**src/rtl/regfile_dump_reader.sv**
```systemverilog
// Register-file dump reader: walks an address range on an async read port and
// streams (address, data) beats over valid/ready, one beat per two cycles.
module regfile_dump_reader #(
    parameter int ADDR_W  = 5,
    parameter int DATA_W  = 32,
    parameter bit SKIP_X0 = 1'b0
) (
    input  logic              clk,
    input  logic              rst,
    input  logic              start,
    input  logic              abort,
    input  logic [ADDR_W-1:0] first_addr,
    input  logic [ADDR_W-1:0] last_addr,
    output logic [ADDR_W-1:0] rf_addr,
    input  logic [DATA_W-1:0] rf_data,
    output logic              out_valid,
    input  logic              out_ready,
    output logic [ADDR_W-1:0] out_addr,
    output logic [DATA_W-1:0] out_data,
    output logic              busy,
    output logic              done,
    output logic [ADDR_W:0]   words_sent
);

    typedef enum logic [1:0] {
        S_IDLE,
        S_READ,
        S_SEND,
        S_DONE
    } state_t;

    state_t              state_q, state_d;
    logic [ADDR_W-1:0]   ptr_q, ptr_d;
    logic [ADDR_W-1:0]   last_q, last_d;
    logic [ADDR_W-1:0]   out_addr_q, out_addr_d;
    logic [DATA_W-1:0]   out_data_q, out_data_d;
    logic                out_valid_q, out_valid_d;
    logic                done_q, done_d;
    logic [ADDR_W:0]     words_q, words_d;

    function automatic logic [ADDR_W-1:0] ptr_inc(input logic [ADDR_W-1:0] p);
        return p + {{(ADDR_W-1){1'b0}}, 1'b1};
    endfunction

    function automatic logic [ADDR_W:0] words_inc(input logic [ADDR_W:0] w);
        return w + {{ADDR_W{1'b0}}, 1'b1};
    endfunction

    always_comb begin
        state_d     = state_q;
        ptr_d       = ptr_q;
        last_d      = last_q;
        out_addr_d  = out_addr_q;
        out_data_d  = out_data_q;
        out_valid_d = out_valid_q;
        done_d      = 1'b0;
        words_d     = words_q;

        case (state_q)
            S_IDLE: begin
                if (start) begin
                    ptr_d   = first_addr;
                    last_d  = last_addr;
                    words_d = '0;
                    // A range of just x0 has nothing to emit when x0 is skipped.
                    if (SKIP_X0 && (first_addr == '0) && (last_addr == '0)) begin
                        state_d = S_DONE;
                        done_d  = 1'b1;
                    end else begin
                        state_d = S_READ;
                    end
                end
            end

            S_READ: begin
                if (abort) begin
                    state_d     = S_IDLE;
                    out_valid_d = 1'b0;
                end else if (SKIP_X0 && (ptr_q == '0)) begin
                    if (ptr_q == last_q) begin
                        state_d = S_DONE;
                        done_d  = 1'b1;
                    end else begin
                        ptr_d = ptr_inc(ptr_q);
                    end
                end else begin
                    out_addr_d  = ptr_q;
                    out_data_d  = rf_data;
                    out_valid_d = 1'b1;
                    state_d     = S_SEND;
                end
            end

            S_SEND: begin
                if (abort) begin
                    state_d     = S_IDLE;
                    out_valid_d = 1'b0;
                end else if (out_ready) begin
                    words_d     = words_inc(words_q);
                    out_valid_d = 1'b0;
                    if (ptr_q == last_q) begin
                        state_d = S_DONE;
                        done_d  = 1'b1;
                    end else begin
                        ptr_d   = ptr_inc(ptr_q);
                        state_d = S_READ;
                    end
                end
            end

            S_DONE: begin
                state_d = S_IDLE;
            end

            default: begin
                state_d     = S_IDLE;
                out_valid_d = 1'b0;
            end
        endcase
    end

    always_ff @(posedge clk) begin
        if (rst) begin
            state_q     <= S_IDLE;
            ptr_q       <= '0;
            last_q      <= '0;
            out_addr_q  <= '0;
            out_data_q  <= '0;
            out_valid_q <= 1'b0;
            done_q      <= 1'b0;
            words_q     <= '0;
        end else begin
            state_q     <= state_d;
            ptr_q       <= ptr_d;
            last_q      <= last_d;
            out_addr_q  <= out_addr_d;
            out_data_q  <= out_data_d;
            out_valid_q <= out_valid_d;
            done_q      <= done_d;
            words_q     <= words_d;
        end
    end

    assign rf_addr    = ptr_q;
    assign out_valid  = out_valid_q;
    assign out_addr   = out_addr_q;
    assign out_data   = out_data_q;
    assign done       = done_q;
    assign busy       = (state_q == S_READ) || (state_q == S_SEND);
    assign words_sent = words_q;

endmodule

```
**config.mk**
```make
export PLATFORM = sky130hd
export DESIGN_NAME = regfile_dump_reader
export DESIGN_NICKNAME = d
export VERILOG_FILES = /design/src/rtl/regfile_dump_reader.sv
export SDC_FILE = /design/constraint.sdc
export NUM_CORES = 1
export LEC_CHECK = 0
export CAP_MARGIN = 20
export CELL_PAD_IN_SITES_DETAIL_PLACEMENT = 1
export CELL_PAD_IN_SITES_GLOBAL_PLACEMENT = 1
export CORE_ASPECT_RATIO = 2
export CORE_MARGIN = 3
export CORE_UTILIZATION = 31
export CTS_BUF_LIST = sky130_fd_sc_hd__clkbuf_8
export DETAILED_ROUTE_END_ITERATION = 10
export PLACE_DENSITY_LB_ADDON = 0.1
export SLEW_MARGIN = 20
export SYNTH_ARGS = -nofsm -noshare
export SYNTH_HDL_FRONTEND = slang
export SYNTH_SLANG_ARGS = --single-unit
```
**constraint.sdc**
```tcl
create_clock -name clk -period 2.2 [get_ports clk]
set_input_delay 0.55 -clock clk [delete_from_list [all_inputs] [get_ports clk]]
set_output_delay 0.55 -clock clk [all_outputs]
set_load 0.03 [all_outputs]
```
==> qor.csv <==
stage,metric,value,unit
floorplanning,# IOs,98,
final_layout,"Core Util, Final",50.3,%
floorplanning,Die X,68.0,microns
worst_setup_path,cells along the critical path,inv_1 > ha_1 > dlygate4sd2_1,
sta,maximum operating frequency,0.479,GHz
logic_synthesis,post-synth top area share,47.9,%
cts,CTS tree,yes,
worst_setup_path,Crit Path Class,register to output port,
logic_synthesis,Mean Syn Cell Area,8.05,sq um
final_layout,share of cells above drive strength 1,8.80,%
final_layout,area occupied by registers,0.00114,sq mm
logic_synthesis,Syn Inst Count,296,
worst_setup_path,crit-path max cell delay,0.41,ns
floorplanning,Chip Height,130,microns
drt,post-route ant nets,0,
logic_synthesis,top_reg_cell synth,dfxtp_1,
drt,WL/cell,14.7,microns
floorplanning,core area,0.00738,sq mm
drt,vias per inst,4.76,
drt,Vias,2385,
cts,worst skew pair latency,0.33,ns
cts,root buf cell,clkbuf_8,
floorplanning,cell row count,44,
logic_synthesis,post-synth net total,349,
pwr,VDD IR max,0.000377,V
placed_design,HPWL after DPL,5570,microns
logic_synthesis,Post-synth EDFFs,0,
cts,H-tree depth,3,
sta,Final period util,94.9,%
worst_setup_path,CP arrival,1.54,ns
logic_synthesis,register bit total from synthesis,57,
logic_synthesis,Synth area leader,dfxtp_1,
global_routing,global-route wire length before repair,11800,microns
logic_synthesis,post-synthesis async set-or-reset flop share,0,%
min_path,hold path depth,2,
global_routing,pin count of the biggest net entering global routing,38,
worst_setup_path,Worst EP required,1.65,ns
cts,clock slew at reported path FFs,0.06,ns
global_routing,GRT overflow,0,
cts,postcts setup bufs,0,
worst_setup_path,Crit. End Element,output port,
sta,count of final setup violators,0,
worst_setup_path,r2r startpoint,state_q[0],
logic_synthesis,most numerous cell in the Yosys netlist,nand2_1,
min_path,hold endpoint,out_addr[4],
final_layout,# nets final,457,
final_layout,multi-input logic area,0.00115,sq mm
logic_synthesis,Post-synth top cells,"nand2_1 (84), dfxtp_1 (57), a21oi_1 (49), nor2_1 (15), clkbuf_1 (14)",
worst_setup_path,r2r setup slk,0.20,ns
sta,Fin. Hold Viols,0,
placed_design,Port Buffers,97,
sta,RSZ-0062 raised after global routing,false,
drt,Routed WL,7380,microns
worst_setup_path,slowest CP cell,dlygate4sd2_1,
floorplanning,die area,0.00884,sq mm
sta,fin crit period,2.09,ns
final_layout,ant diodes,0,
cts,clk buf depth,2,
logic_synthesis,Yosys Warn Count,0,
worst_setup_path,Worst Reg-to-Reg Cells,6,
global_routing,vias in the first global route,2464,
drt,drt first pass iters,4,
drt,Remaining DRCs,0,
cts,post-cts sizing count,1,
logic_synthesis,synthesized area,0.00238,sq mm
floorplanning,starting density of the core,32.3,%
worst_setup_path,crit path max fanout,4,
sta,clock skew,0.00669,ns
cts,CTS buffer count,9,
worst_setup_path,Critical Path Source Type,register,
min_path,Hold Path Class,register to register,
placed_design,Placer Congestion,0.859,
cts,cts hold-fix bufs,0,
pwr,leakage,1.38,nW
run_status,status,"complete, no violations",
sta,Fin Hold WS,0.454,ns
global_routing,total track usage,17.9,%
min_path,min-delay src,out_addr[4],
global_routing,initial antenna violation count,0,
sta,fin. max-slew vios,0,
logic_synthesis,sequential share of the synthesized area,47.9,%
job,Max Cap Viol,0,
final_layout,# fillers,911,
drt,starting DRC count in detailed routing,108,
pwr,P per Cell Area,673,mW/mm^2
cts,clk sink count,57,
final_layout,Area Overhead vs Synth,55.8,%
logic_synthesis,Synth area leaders,"dfxtp_1 (48%), nand2_1 (13%), a21oi_1 (10%)",
worst_setup_path,Critical R2R Capture,words_sent[5],
logic_synthesis,post-synthesis cell type count,37,
sta,slew margin rel.,63.6,%
sta,Least-Margin Pin Slew,0.532,ns
sta,setup TNS,0,ns
## logic make-up (layout without fill, tap and decap cells)
group	after synthesis	count (layout)	share of synthesized area [%]
AND/OR/NAND/NOR	127	127	22.8
AO/OA/AOI/OAI	71	71	17.6
flip-flops	57	57	47.9
buffers and inverters	24	137	4.31
XOR/XNOR	8	8	2.94
adder cells (fa/ha/maj)	6	6	3.15
multiplexers	3	3	1.31
## routing by layer
metal	global-route usage, %	wire, microns	part of all wire [%]
met1	18.3	2890	39
met2	32.4	4050	55
met4	8.44	102	1.4
met3	4.74	341	4.6
met5	0	0	0
## critical path, delay by kind of cell (launching register included)
family	cells	cell delay (ns)
fa+ha+maj	1	0.32
flops	1	0.38
buf+inv	2	0.51
## final cells by class
class                      instances  share of cell area, %
timing repair buffer             115                   30.0
clock buffer                      11                   4.08
multi-input combinational        215                   30.9
clock inverter                     5                  0.607
inverter                           6                  0.607
sequential                        57                   30.7
tap                               92                   3.10
## worst max path at each step
stage / start / endpoint / slack (ns) / cells after the start
CTS: state_q[1] / busy / 0.07 / 3
detailed placement: abort / words_sent[5] / 0.06 / 5
global placement: start / words_sent[5] / 0.09 / 5
floorplan: state_q[1] / rf_addr[1] / 0.28 / 8
finish: state_q[1] / busy / 0.11 / 3
global route: rf_addr[2] / rf_addr[2] / 0.02 / 1
## power breakdown
part / total (mW) / switching, mW / internal [mW]
Combinational: 0.524 / 0.280 / 0.244
Sequential: 1.12 / 0.0321 / 1.08
Clock: 0.857 / 0.402 / 0.455
Total: 2.50 / 0.714 / 1.78
## through the flow
step | instances | setup slack, ns | cell area [sq um] | total power [mW]
finish | 501 | 0.113 | 3710 | 2.50
CTS | 501 | 0.0690 | 3710 | 2.55
floorplan | 296 | 0.284 | 2380 | 1.41
global route | 501 | 0.0227 | 3710 | 2.65
detailed placement | 485 | 0.0613 | 3540 | 1.67
global placement | 485 | 0.0936 | 3540 | 1.66
## state kept, by name, summed over array words and instances, names as in the netlist
signal	cells
out_data	32
words_sent	6
out_valid	1
state_q	2
rf_addr	5
last_q	5
out_addr	5
done	1
## cell usage in the layout (no fill, tap or decap), types with 4 or more instances in the layout
master,n
xor2_1,5
nand2b_1,7
buf_4,17
nor2_1,15
inv_1,7
nor2b_1,4
clkbuf_8,11
a211oi_1,6
dfxtp_1,57
a21oi_1,49
nand3_1,6
ha_1,6
nand2_1,84
clkdlybuf4s50_1,95
Note: power is estimated with default switching activity, not from simulation.
